### src/rtl/absorb_loader.sv
// rtl/absorb_loader.sv - packs message words into sponge absorb blocks
//
// Purpose: collects up to NUMBLOCKS words of BWIDTH bits into one block,
// zero-fills bytes past the end of the message, and hands the block plus
// finalize/domain/byte-count side information downstream over a
// valid/ready handshake.
//
// Ports:
//   clk, reset                   clock (rising edge), async active-high reset
//   in_data/in_valid/in_last     message word stream
//   in_bytes                     valid low-order bytes of the last word
//   in_ready                     word accepted this cycle when in_valid
//   cfg_domain                   domain separator, latched at first word
//   blocks                       packed block, word k at [k*BWIDTH +: BWIDTH]
//   blk_valid/blk_ready          block handshake
//   finalize, domain             block carries last word / block domain
//   blk_bytes, partial           valid bytes in block / block not full
//
// Build option: ABSORB_LOADER_BYTESWAP_EN byte-reverses each word before
// masking; the valid bytes of a last word are then the high-order ones.

module absorb_loader #(
    parameter int BWIDTH    = 32,
    parameter int NUMBLOCKS = 4
) (
    input  logic                                     clk,
    input  logic                                     reset,
    input  logic [BWIDTH-1:0]                        in_data,
    input  logic                                     in_valid,
    input  logic                                     in_last,
    input  logic [$clog2(BWIDTH/8):0]                in_bytes,
    output logic                                     in_ready,
    input  logic [1:0]                               cfg_domain,
    output logic [BWIDTH*NUMBLOCKS-1:0]              blocks,
    output logic                                     blk_valid,
    input  logic                                     blk_ready,
    output logic                                     finalize,
    output logic [1:0]                               domain,
    output logic [$clog2(BWIDTH*NUMBLOCKS/8):0]      blk_bytes,
    output logic                                     partial
);

    localparam int BPW  = BWIDTH / 8;
    localparam int IB_W = $clog2(BPW) + 1;
    localparam int BB_W = $clog2(BPW * NUMBLOCKS) + 1;
    localparam int WC_W = $clog2(NUMBLOCKS + 1);

    localparam logic [IB_W-1:0] WORD_IB    = IB_W'(BPW);
    localparam logic [BB_W-1:0] MAX_BYTES  = BB_W'(BPW * NUMBLOCKS);
    localparam logic [WC_W-1:0] LAST_SLOT  = WC_W'(NUMBLOCKS - 1);

    typedef enum logic {FILL, HOLD} state_t;

    state_t            state, state_next;
    logic [WC_W-1:0]   wcnt;
    logic              accept;
    logic              transfer;
    logic              closing;
    logic [IB_W-1:0]   nbytes;
    logic [BB_W-1:0]   bytes_sum;
    logic [BWIDTH-1:0] word_src;
    logic [BWIDTH-1:0] word_masked;

    assign accept    = in_valid && (state == FILL);
    assign transfer  = blk_ready && (state == HOLD);
    assign closing   = accept && (in_last || wcnt == LAST_SLOT);
    assign in_ready  = (state == FILL);
    assign blk_valid = (state == HOLD);

    // Non-last words count as full; oversize byte counts saturate.
    always_comb begin
        nbytes = WORD_IB;
        if (in_last && in_bytes < WORD_IB)
            nbytes = in_bytes;
    end

    assign bytes_sum = blk_bytes + BB_W'(nbytes);

    always_comb begin
        word_src    = in_data;
        word_masked = '0;
`ifdef ABSORB_LOADER_BYTESWAP_EN
        for (int i = 0; i < BPW; i++)
            word_src[i*8 +: 8] = in_data[(BPW-1-i)*8 +: 8];
        // After the swap the message bytes occupy the top of the word.
        for (int i = 0; i < BPW; i++)
            if (IB_W'(i) + nbytes >= WORD_IB)
                word_masked[i*8 +: 8] = word_src[i*8 +: 8];
`else
        for (int i = 0; i < BPW; i++)
            if (IB_W'(i) < nbytes)
                word_masked[i*8 +: 8] = word_src[i*8 +: 8];
`endif
    end

    always_ff @(posedge clk or posedge reset) begin
        if (reset)
            state <= FILL;
        else
            state <= state_next;
    end

    always_comb begin
        state_next = state;
        case (state)
            FILL: if (closing)   state_next = HOLD;
            HOLD: if (blk_ready) state_next = FILL;
            default:             state_next = FILL;
        endcase
    end

    // Clearing the whole buffer on transfer keeps unfilled slots at zero.
    always_ff @(posedge clk or posedge reset) begin
        if (reset) begin
            blocks    <= '0;
            wcnt      <= '0;
            blk_bytes <= '0;
            finalize  <= 1'b0;
            domain    <= 2'b00;
            partial   <= 1'b0;
        end else if (transfer) begin
            blocks    <= '0;
            wcnt      <= '0;
            blk_bytes <= '0;
            finalize  <= 1'b0;
            partial   <= 1'b0;
        end else if (accept) begin
            blocks[wcnt*BWIDTH +: BWIDTH] <= word_masked;
            wcnt      <= wcnt + 1'b1;
            blk_bytes <= bytes_sum;
            if (wcnt == '0)
                domain <= cfg_domain;
            if (closing) begin
                finalize <= in_last;
                partial  <= (bytes_sum < MAX_BYTES);
            end
        end
    end

endmodule

### config.mk
export PLATFORM = sky130hd
export DESIGN_NAME = absorb_loader
export DESIGN_NICKNAME = d
export VERILOG_FILES = /design/src/rtl/absorb_loader.sv
export SDC_FILE = /design/constraint.sdc
export NUM_CORES = 1
export LEC_CHECK = 0
export ABC_AREA = 1
export BUFFER_PORTS_ARGS = -buffer_cell sky130_fd_sc_hd__buf_2
export CAP_MARGIN = 15
export CELL_PAD_IN_SITES_DETAIL_PLACEMENT = 1
export CELL_PAD_IN_SITES_GLOBAL_PLACEMENT = 2
export CORE_MARGIN = 2
export CORE_UTILIZATION = 28
export DETAILED_ROUTE_END_ITERATION = 16
export GPL_TIMING_DRIVEN = 0
export PLACE_DENSITY_LB_ADDON = 0.1
export SLEW_MARGIN = 15
export SYNTH_ARGS = -nofsm -noshare
export SYNTH_HDL_FRONTEND = slang
export SYNTH_SLANG_ARGS = --single-unit
### constraint.sdc
create_clock -name clk -period 4.7 [get_ports clk]
set_input_delay 0.94 -clock clk [delete_from_list [all_inputs] [get_ports clk]]
set_output_delay 0.94 -clock clk [all_outputs]
set_load 0.01 [all_outputs]
==> impl_results.rst, run 1 <==
.. list-table::
   :header-rows: 1

   * - Metric
     - Value
   * - Top cells by area, synth
     - sky130_fd_sc_hd__dfrtp_1 57%, sky130_fd_sc_hd__o22ai_1 9.1%, sky130_fd_sc_hd__inv_1 7.9%
   * - Number of instances in the synthesized netlist
     - 665
   * - PostCTS Resize Cnt
     - 0
   * - Final-layout setup total negative slack
     - 0 ns
   * - Top library cells by usage in the layout, fill and taps aside
     - 199 x sky130_fd_sc_hd__buf_2, 141 x sky130_fd_sc_hd__dfrtp_1, 130 x sky130_fd_sc_hd__nand2_1
   * - Grt ovf
     - 0
   * - Post-synthesis register bit count
     - 141
   * - Ys async rst share
     - 100%
   * - CTS H-tree depth
     - 4
   * - RSZ-0062 raised after global routing
     - no
   * - Insertion delay to the later sink of the worst-skew pair
     - 0.42 ns
   * - Max Fanout on Critical Path
     - 10
   * - P_int
     - 0.00280 W
   * - Number of iterations in the first detailed-routing pass
     - 4
   * - Worst clock skew on the final layout
     - 0.0125 ns
   * - Buffer depth of the longest clock path
     - 2
   * - Drt initial violations
     - 245
   * - Psw
     - 0.00147 W
   * - Parity-gate share of the synthesized area counting xor and xnor cells
     - 0%
   * - Leakage power
     - 4.42 nW
   * - Clock network fraction of design power
     - 34.6%
   * - Minimum setup slack in the final design
     - 2.17 ns
   * - Clock tree root driver cell
     - sky130_fd_sc_hd__clkbuf_16
   * - Port bufs
     - 180
   * - Maximum number of pins on one net before global-route repair
     - 31
   * - Launching element type of the critical path
     - input pin
   * - CTS clk-pin slew, worst paths
     - 0.06 ns
   * - Number of max-slew violations in the final report
     - 0
   * - Starting Density
     - 28.4%
   * - First element of the critical path
     - in_last
   * - Global-route track usage on met2
     - 33.8%
   * - Max_slew headroom
     - 63.1%
   * - Share of synthesized area occupied by flip-flops and latches
     - 57.1%
   * - Combinational power share
     - 29.2%
   * - Worst flop-to-flop path endpoint
     - blocks[111]
   * - Peak supply drop
     - 0.000266 V
   * - Most crowded layer after global routing
     - met2
   * - Launch point of the worst reg-to-reg path
     - wcnt[0]
   * - Hpwl dp
     - 17,100 um
   * - Wirelength, routed
     - 21,400 um
   * - Hold WC Path Type
     - reg2reg
   * - Die area
     - 0.0233 mm^2
   * - Yosys top cell by area
     - sky130_fd_sc_hd__dfrtp_1
   * - Floorplan row count
     - 54
   * - Count of antenna-violating nets left after detailed routing
     - 0
   * - F_max
     - 396 MHz
   * - Combined global-route utilization of all metal layers
     - 19.2%
   * - Synth Area in Compound Gates
     - 11.9%
   * - Height of the chip
     - 153 um
   * - Detailed-route via count
     - 5,403
   * - CTS sink count
     - 141
   * - Hold path start
     - blocks[31]
   * - Path depth of the worst reg2reg path
     - 9
   * - Status
     - completed
   * - Number of global-route vias before repair
     - 5,837
   * - Final hold violation count
     - 0
   * - Cell at the slowest stage of the critical path
     - sky130_fd_sc_hd__clkbuf_1
   * - Hold Crit Endpoint
     - blocks[31]
   * - R2R Setup Slk
     - 2.33 ns
   * - Largest family of logic cells by synthesized area
     - simple AND/OR/NAND/NOR gates
   * - Pre-CTS WS
     - 1.69 ns
   * - Max Cap Violations
     - 0
   * - Antenna violations before repair
     - 0
   * - Switching part of the total power
     - 34.5%
   * - Chip Width
     - 153 um
   * - Netlist cell types
     - 32
   * - PD cells
     - 522 mW/mm^2
   * - Residual DRC count
     - 0
   * - Number of fillers in the final layout
     - 2,613
   * - YS warnings
     - 0
   * - Crit path arrival time
     - 2.85 ns
   * - Final cycle utilization of the critical path
     - 53.7%
   * - Worst Tran Pin Value
     - 0.553 ns
   * - Cell mode on critical path
     - sky130_fd_sc_hd__nand2_1
   * - Most common cell after layout, fill and taps aside
     - sky130_fd_sc_hd__buf_2
   * - Area added between synthesis and finish
     - 32.3%
   * - Seq pwr share
     - 36.2%
   * - # hold bufs at CTS
     - 0
   * - Setup crit end kind
     - flip-flop
   * - CTS buffer count
     - 17
   * - # Post-CTS Setup Buffers
     - 0
   * - Num ports
     - 181
   * - Number of failing setup endpoints in the final timing report
     - 0
   * - Ys flop type
     - sky130_fd_sc_hd__dfrtp_1
   * - Post-synth EDFFs
     - 0
   * - Weighted congestion at the end of routability-driven global placement
     - 0.796
   * - Post-synthesis mux area share
     - 0.364%
   * - Hold-critical path depth
     - 2
   * - Clock tree from TritonCTS
     - done
   * - Std-Cell Core Area
     - 0.0218 mm^2
   * - Post-Synth Adder-Cell Area
     - 2.02%
   * - Cells along the critical path
     - buf_2 > inv_1 > nor2_2 > clkinv_1 > clkbuf_1 > nor2_1 > ha_1 > ha_1 > inv_1 > nand2_1 > nand2_1 > nand3b_1 > nand2_1 > nand2_1 > nand2_1
   * - First-pass GRT wire length
     - 34,000 um
   * - Final #Nets
     - 921
   * - Post-synth top area share
     - 57.1%
   * - Vias per std cell
     - 4.65
   * - Avg Inst Size Synth
     - 9.30 um^2
   * - Type of the worst setup path
     - in2reg
   * - Share of layout cells above drive strength 1
     - 31.0%
   * - GR Layer Usage met3
     - 3.90%
   * - Worst path max stage delay
     - 0.31 ns
   * - Cell area after technology mapping
     - 0.00618 mm^2
   * - Final routed wire length divided by cell count
     - 18.4 um
   * - Critical path required time
     - 5.02 ns
   * - Met1 Track Usage GR
     - 23.6%
   * - Area share of and/or/nand/nor cells after synthesis
     - 16.4%
   * - Fin crit period
     - 2.53 ns
   * - Syn Nets
     - 717
-- worst max-delay path, delay by kind of cell --
family        cells  cell delay, ns
simple gates      8            0.80
buf+inv           5            0.79
fa+ha+maj         2            0.33
-- stage by stage --
| step | cell area, um^2 | total power [W] | std cells | hold WS [ns] | util [%] |
|---|---|---|---|---|---|
| 2_1_floorplan | 6190 | 0.00231 | 665 | 0.506 | - |
| 3_3_place_gp | 7440 | 0.00278 | 1125 | 0.454 | 34.2 |
| 3_5_place_dp | 7540 | 0.00283 | 1130 | 0.462 | 34.6 |
| 4_1_cts | 8180 | 0.00433 | 1161 | 0.478 | 37.6 |
| 5_1_grt | 8180 | 0.00455 | 1161 | 0.505 | 37.6 |
| 6_report | 8180 | 0.00427 | 1162 | 0.471 | 37.6 |
-- layer usage --
metal	up-vias	share of wire, %	wire [um]
li1	2565	-	-
met2	136	52	11100
met3	24	4.0	851
met5	-	0	0
met1	2678	43	9130
met4	0	1.8	392
-- cell type report --
type / count / area, um^2 / share of cell area (%)
multi-input cells: 350 / 1900 / 23.2
repair buffers: 185 / 1000 / 12.2
plain buffers: 38 / 238 / 2.91
diodes: 1 / 2.50 / 0.0306
clock buffers: 18 / 429 / 5.25
well taps: 280 / 350 / 4.28
clock inverters: 13 / 213 / 2.60
flip-flops and latches: 141 / 3530 / 43.1
inverters: 136 / 522 / 6.38
-- power groups by stage --
stage	Clock (W)	Sequential (W)	Combinational, W
finish	0.00148	0.00154	0.00125
global route	0.00158	0.00157	0.00139
CTS	0.00152	0.00155	0.00127
detailed placement	0	0.00156	0.00126
global placement	0	0.00156	0.00122
floorplan	0	0.00163	0.000675
-- cell usage after synthesis, types with 2 or more instances --
master / number
sky130_fd_sc_hd__dfrtp_1: 141
sky130_fd_sc_hd__inv_1: 130
sky130_fd_sc_hd__nand2_1: 130
sky130_fd_sc_hd__o22ai_1: 90
sky130_fd_sc_hd__nand3_1: 73
sky130_fd_sc_hd__buf_2: 19
sky130_fd_sc_hd__nor2_1: 11
sky130_fd_sc_hd__ha_1: 10
sky130_fd_sc_hd__buf_6: 9
sky130_fd_sc_hd__o22ai_2: 8
sky130_fd_sc_hd__o21ai_0: 6
sky130_fd_sc_hd__buf_1: 5
sky130_fd_sc_hd__clkbuf_1: 4
sky130_fd_sc_hd__nor2_2: 4
sky130_fd_sc_hd__a21oi_1: 3
sky130_fd_sc_hd__inv_2: 3
sky130_fd_sc_hd__mux2_2: 2
sky130_fd_sc_hd__nand2_2: 2
sky130_fd_sc_hd__o21ai_2: 2
-- registers in the layout, indices dropped and copies added, names as in the netlist --
register / count
domain: 2
wcnt: 3
blk_bytes: 5
finalize: 1
blk_valid: 1
blocks: 128
partial: 1
-- cells by family after synthesis --
group	after synthesis
buffers and inverters	174
AND/OR/NAND/NOR	228
adder cells (fa/ha/maj)	10
flip-flops	141
multiplexers	2
AO/OA/AOI/OAI	110
-- how the worst max path moves through the flow --
stage / end / slack (ns)
after floorplan: blk_bytes[0] / 2.00
after global placement: blocks[122] / 1.01
after detailed placement: partial / 1.69
after CTS: partial / 2.15
after global routing: partial / 1.98
final: partial / 2.17
(Power assumes the default switching activity.)
==> run 2, diff against run 1 <==
==> constraint.sdc (replaced) <==
create_clock -name clk -period 2.2 [get_ports clk]
set_input_delay 0.44 -clock clk [delete_from_list [all_inputs] [get_ports clk]]
set_output_delay 0.44 -clock clk [all_outputs]
set_load 0.01 [all_outputs]
==> run 2 against run 1 <==
Against the previous run: sequential share of layout area shrank 0.60 points; first-iteration DRC count up 2.0%; critical path depth fell by 5; non-clock buffer count up 4.
==> impl_results.rst, run 2 (synthesized netlist as in run 1, its figures left out) <==
.. list-table::
   :header-rows: 1

   * - Metric
     - Value
   * - Status
     - completed
   * - Height of the chip
     - 153 um
   * - Number of fillers in the final layout
     - 2,605
   * - Worst flop-to-flop path endpoint
     - blocks[100]
   * - Wirelength, routed
     - 21,600 um
   * - Residual DRC count
     - 0
   * - Top reg by flops
     - blocks
   * - Cell at the slowest stage of the critical path
     - sky130_fd_sc_hd__dfrtp_1
   * - Count of placed standard cells in the final layout, fillers left out
     - 1,166
   * - CTS H-tree depth
     - 4
   * - Number of iterations in the first detailed-routing pass
     - 4
   * - Leakage power
     - 4.47 nW
   * - CTS sink count
     - 141
   * - Most crowded layer after global routing
     - met2
   * - Most common cell after layout, fill and taps aside
     - sky130_fd_sc_hd__buf_2
   * - Std-Cell Core Area
     - 0.0218 mm^2
   * - Clock tree from TritonCTS
     - done
   * - Maximum number of pins on one net before global-route repair
     - 31
   * - Standard cell area after detailed placement
     - 0.00754 mm^2
   * - Flip-flop count of the largest register, all copies and words added
     - 128
   * - Detailed-route via count
     - 5,410
   * - Number of max-slew violations in the final report
     - 0
   * - CTS buffer count
     - 17
   * - CTS clk-pin slew, worst paths
     - 0.06 ns
   * - Die area
     - 0.0233 mm^2
   * - Top library cells by usage in the layout, fill and taps aside
     - 191 x sky130_fd_sc_hd__buf_2, 141 x sky130_fd_sc_hd__dfrtp_1, 130 x sky130_fd_sc_hd__nand2_1
   * - Peak supply drop
     - 0.000558 V
   * - Hpwl dp
     - 17,100 um
   * - PD cells
     - 1110 mW/mm^2
   * - Pre-CTS WS
     - -0.315 ns
   * - # hold bufs at CTS
     - 0
   * - Combined global-route utilization of all metal layers
     - 19.2%
   * - Max_slew headroom
     - 63.3%
   * - Core Util, Final
     - 38.1%
   * - R2R Setup Slk
     - 0.10 ns
   * - Clock tree root driver cell
     - sky130_fd_sc_hd__clkbuf_16
   * - Minimum setup slack in the final design
     - 0.102 ns
   * - Met1 Track Usage GR
     - 23.6%
   * - Max Cap Violations
     - 0
   * - Count of antenna-violating nets left after detailed routing
     - 0
   * - Launch point of the worst reg-to-reg path
     - wcnt[0]
   * - Final Hold Slack
     - 0.0295 ns
   * - Starting Density
     - 28.4%
   * - Global-route track usage on met2
     - 34.1%
   * - Number of cells after detailed placement
     - 1,130
   * - F_max
     - 477 MHz
   * - Registers with the most flip-flops
     - blocks: 128 flops, blk_bytes: 5 flops, wcnt: 3 flops
   * - Worst clock skew on the final layout
     - 0.0179 ns
   * - Sum of buffers and inverters on the critical path
     - 5
   * - Drt initial violations
     - 250
   * - Number of global-route vias before repair
     - 5,868
   * - Num ports
     - 181
   * - Worst Tran Pin Value
     - 0.551 ns
   * - Number of failing setup endpoints in the final timing report
     - 0
   * - Final hold violation count
     - 0
   * - GR Layer Usage met3
     - 3.90%
   * - Crit path arrival time
     - 2.40 ns
   * - Chip Width
     - 153 um
   * - Insertion delay to the later sink of the worst-skew pair
     - 0.43 ns
   * - Weighted congestion at the end of routability-driven global placement
     - 0.796
   * - Port bufs
     - 180
   * - Final routed wire length divided by cell count
     - 18.5 um
   * - Grt ovf
     - 0
   * - RSZ-0062 raised after global routing
     - yes
   * - First-pass GRT wire length
     - 34,100 um
   * - Launching element type of the critical path
     - flip-flop
   * - Type of the worst setup path
     - reg2reg
   * - Final cycle utilization of the critical path
     - 95.4%
   * - Max Fanout on Critical Path
     - 10
   * - Antenna violations before repair
     - 0
   * - Largest delay contributor family on the critical path
     - buffers and inverters
   * - Share of layout cells above drive strength 1
     - 31.9%
   * - Final #Nets
     - 925
   * - Critical path required time
     - 2.50 ns
   * - Area added between synthesis and finish
     - 34.2%
   * - Path depth of the worst reg2reg path
     - 10
   * - Worst path max stage delay
     - 0.39 ns
   * - Buffer depth of the longest clock path
     - 2
   * - Fin crit period
     - 2.10 ns
   * - Cells along the critical path
     - buf_6 > clkinv_4 > ha_1 > ha_4 > inv_2 > nor3b_2 > or2_1 > buf_4 > buf_8 > o22ai_1
   * - Post-route cell area
     - 0.00830 mm^2
   * - Floorplan row count
     - 54
   * - Setup crit end kind
     - flip-flop
   * - Vias per std cell
     - 4.64
   * - Hold WC Path Type
     - in2async
run 2: changes by cell type in the layout (fill, tap and decap cells not counted), moves of 2 or more:
| cell | change |
|---|---|
| sky130_fd_sc_hd__buf_4 | +9 |
| sky130_fd_sc_hd__clkbuf_1 | -2 |
| sky130_fd_sc_hd__buf_2 | -8 |
| sky130_fd_sc_hd__buf_6 | +3 |
run 2: final cells by class:
type | count | area, um^2 | share of cell area [%]
Clock inverter | 13 | 213 | 2.56
Clock buffer | 18 | 429 | 5.17
Inverter | 136 | 522 | 6.29
Antenna cell | 1 | 2.50 | 0.0302
Multi-Input combinational cell | 350 | 1920 | 23.2
Buffer | 38 | 285 | 3.44
Sequential cell | 141 | 3530 | 42.5
Tap cell | 280 | 350 | 4.22
Timing Repair Buffer | 189 | 1040 | 12.6
run 2: per-stage QoR:
step                total power [W]  setup TNS (ns)
floorplan                   0.00493          -0.435
global placement            0.00594         -145.26
detailed placement          0.00604          -10.08
CTS                         0.00929               0
global route                0.00982         -0.0289
finish                      0.00923               0
run 2: power breakdown:
group	internal [W]	switching (W)	total (W)
Sequential	0.00302	0.000277	0.00329
Combinational	0.00101	0.00176	0.00278
Clock	0.00202	0.00114	0.00316
run 2: how the worst max path moves through the flow:
stage	start	to	slack, ns	cells past startpoint
after floorplan	reset	blk_bytes[0]	-0.003	1
after global placement	reset	blocks[122]	-0.99	2
after detailed placement	in_last	partial	-0.31	15
after CTS	wcnt[0]	blocks[111]	0.002	10
after global routing	wcnt[0]	blocks[13]	-0.01	12
final	wcnt[0]	blocks[100]	0.10	10
run 2: layer usage:
layer | up-vias | share of wire, %
li1 | 2569 | -
met1 | 2678 | 42
met2 | 139 | 52
met3 | 24 | 3.8
met4 | 0 | 1.6
met5 | - | 0
run 2: what timing repair did:
action | in CTS | in global routing
resized for setup | 9 | 19
setup endpoints to repair | 93 | 123
pin swaps | 1 | 2
setup buffers | 3 | 1
==> run 3, diff against run 2 <==
==> constraint.sdc (replaced) <==
create_clock -name clk -period 1.7 [get_ports clk]
set_input_delay 0.34 -clock clk [delete_from_list [all_inputs] [get_ports clk]]
set_output_delay 0.34 -clock clk [all_outputs]
set_load 0.01 [all_outputs]
==> run 3 against run 2 <==
Against the previous run: the flow now finishes with violations (negative setup slack); wire length is 10% higher; design area is 15% higher; global-route usage is 1.1 points higher; clock power is 12% higher; fmax is 7.6% higher; cell count is 3.2% higher; setup slack worse by 0.35 ns; combinational power is 83% higher; first-iteration DRC count is 6.0% lower; die area stayed put.
==> impl_results.rst, run 3 (synthesized netlist as in run 1, its figures left out) <==
.. list-table::
   :header-rows: 1

   * - Metric
     - Value
   * - Num ports
     - 181
   * - RSZ-0062 raised after global routing
     - yes
   * - Launching element type of the critical path
     - flip-flop
   * - Vias per std cell
     - 4.75
   * - Wirelength, routed
     - 23,700 um
   * - Met1 Track Usage GR
     - 24.4%
   * - Chip Width
     - 153 um
   * - Detailed-route via count
     - 5,709
   * - Count of antenna-violating nets left after detailed routing
     - 0
   * - First element of the critical path
     - wcnt[0]
   * - Std-Cell Core Area
     - 0.0218 mm^2
   * - First-pass GRT wire length
     - 36,400 um
   * - Hold WC Path Type
     - in2reg
   * - Starting Density
     - 28.4%
   * - CTS buffer count
     - 17
   * - Crit path arrival time
     - 2.24 ns
   * - Final routed wire length divided by cell count
     - 19.7 um
   * - Leakage power
     - 4.85 nW
   * - Insertion delay to the later sink of the worst-skew pair
     - 0.43 ns
   * - Cells along the critical path
     - buf_6 > clkinv_8 > ha_4 > ha_4 > inv_4 > nor3b_4 > or2_1 > buf_6 > buf_8 > o22ai_1
   * - Number of cells after detailed placement
     - 1,129
   * - Most crowded layer after global routing
     - met2
   * - Count of placed standard cells in the final layout, fillers left out
     - 1,203
   * - Status
     - complete, but fails checks
   * - Peak supply drop
     - 0.000770 V
   * - CTS sink count
     - 141
   * - Fin crit period
     - 1.95 ns
   * - Standard cell area after detailed placement
     - 0.00762 mm^2
   * - Share of layout cells above drive strength 1
     - 46.2%
   * - PD cells
     - 1360 mW/mm^2
   * - Most common cell after layout, fill and taps aside
     - sky130_fd_sc_hd__buf_2
   * - Worst clock skew on the final layout
     - 0.0122 ns
   * - Top reg by flops
     - blocks
   * - Failing checks
     - negative setup slack
   * - Antenna violations before repair
     - 0
   * - Final-layout setup total negative slack
     - -26.89 ns
   * - Max Cap Violations
     - 0
   * - Number of fillers in the final layout
     - 2,457
   * - CTS H-tree depth
     - 4
   * - Residual DRC count
     - 0
   * - Floorplan row count
     - 54
   * - Cell at the slowest stage of the critical path
     - sky130_fd_sc_hd__dfrtp_1
   * - Weighted congestion at the end of routability-driven global placement
     - 0.788
   * - Max Fanout on Critical Path
     - 10
   * - Final hold violation count
     - 0
   * - Global-route track usage on met2
     - 36.0%
   * - Number of max-slew violations in the final report
     - 0
   * - Die area
     - 0.0233 mm^2
   * - Port bufs
     - 180
   * - Registers with the most flip-flops
     - blocks: 128 flops, blk_bytes: 5 flops, wcnt: 3 flops
   * - Setup crit end kind
     - flip-flop
   * - Max_slew headroom
     - 65.7%
   * - Hpwl dp
     - 17,000 um
   * - Number of global-route vias before repair
     - 6,392
   * - Worst Tran Pin Value
     - 0.515 ns
   * - Type of the worst setup path
     - reg2reg
   * - Worst path max stage delay
     - 0.37 ns
   * - Height of the chip
     - 153 um
   * - Combined global-route utilization of all metal layers
     - 20.3%
   * - Buffer depth of the longest clock path
     - 2
   * - Clock tree from TritonCTS
     - done
   * - Drt initial violations
     - 235
   * - Minimum setup slack in the final design
     - -0.251 ns
   * - CTS clk-pin slew, worst paths
     - 0.06 ns
   * - Inserted Diodes
     - 0
   * - Critical path required time
     - 1.99 ns
   * - Post-route cell area
     - 0.00953 mm^2
   * - Clock tree root driver cell
     - sky130_fd_sc_hd__clkbuf_16
   * - Launch point of the worst reg-to-reg path
     - wcnt[0]
   * - Final cycle utilization of the critical path
     - 115%
   * - Maximum number of pins on one net before global-route repair
     - 37
   * - Grt ovf
     - 0
   * - Sum of internal, switching and leakage power
     - 0.0129 W
   * - Final #Nets
     - 963
   * - GR Layer Usage met3
     - 4.12%
   * - Hold path start
     - blk_ready
   * - Area added between synthesis and finish
     - 54.1%
   * - Flip-flop count of the largest register, all copies and words added
     - 128
   * - Number of failing setup endpoints in the final timing report
     - 128
   * - Top library cells by usage in the layout, fill and taps aside
     - 183 x sky130_fd_sc_hd__buf_2, 140 x sky130_fd_sc_hd__dfrtp_1, 129 x sky130_fd_sc_hd__inv_1
   * - Number of iterations in the first detailed-routing pass
     - 4
   * - F_max
     - 513 MHz
[run 3: cell types whose count changed in the layout (fill, tap and decap cells not counted), sizes merged, moves of 2 or more]
cell,delta
clkbuf,+5
buf,+34
bufinv,-4
clkinvlp,+2
[run 3: stage by stage]
stage	worst slack (ns)	hold slack [ns]	util [%]
final	-0.251	0.145	43.8
after floorplan	-0.403	0.449	-
after global routing	-0.335	0.149	43.8
after global placement	-1.34	0.453	34.7
after detailed placement	-0.556	0.379	35.0
after CTS	-0.235	0.138	42.5
[run 3: area by class of cell]
class	count	area (um^2)	share of cell area, %
inverter	136	534	5.61
sequential	141	3530	37.1
clock buffer	21	450	4.73
timing repair buffer	227	1530	16.0
clock inverter	10	91.3	0.959
buffer	38	428	4.49
tap	280	350	3.68
multi-input combinational	350	2610	27.4
[run 3: critical path, delay by kind of cell (launching register included)]
family                   cells  cell delay, ns
buffers and inverters        5            0.52
adder cells (fa/ha/maj)      2            0.45
AND/OR/NAND/NOR              2            0.40
flip-flops                   1            0.37
AO/OA/AOI/OAI                1            0.08
[run 3: worst paths after layout]
kind                               end  slack (ns)  depth (start not counted)
hold reg to reg              blocks[3]        0.48                          2
setup reg to reg           blocks[113]       -0.25                         10
max in group asynchronous  blocks[122]        0.22                          6
setup / recovery           blocks[113]       -0.25                         10
hold / removal               blk_valid        0.14                          2
min in group asynchronous   blocks[12]        0.48                          3
[run 3: per-layer routing]
layer | wire length [um] | vias up
met4 | 562 | 0
met5 | 0 | -
met1 | 9950 | 2876
met2 | 12300 | 152
met3 | 961 | 29
li1 | - | 2652
[run 3: timing repair]
| action | in CTS | in global routing |
|---|---|---|
| gates cloned | 12 | 1 |
| pin swaps | 24 | 18 |
| hold endpoints to repair | 16 | 0 |
| resized for setup | 161 | 47 |
| setup endpoints to repair | 130 | 136 |
| setup buffers | 23 | 7 |
| hold buffers | 1 | 0 |
[run 3: power by group]
part           total (W)  switching, W  internal, W  leakage (nW)
Clock            0.00353       0.00149      0.00204         0.263
Combinational    0.00509       0.00293      0.00216          2.64
Sequential       0.00429      0.000384      0.00390          1.94
Total             0.0129       0.00480      0.00811          4.85
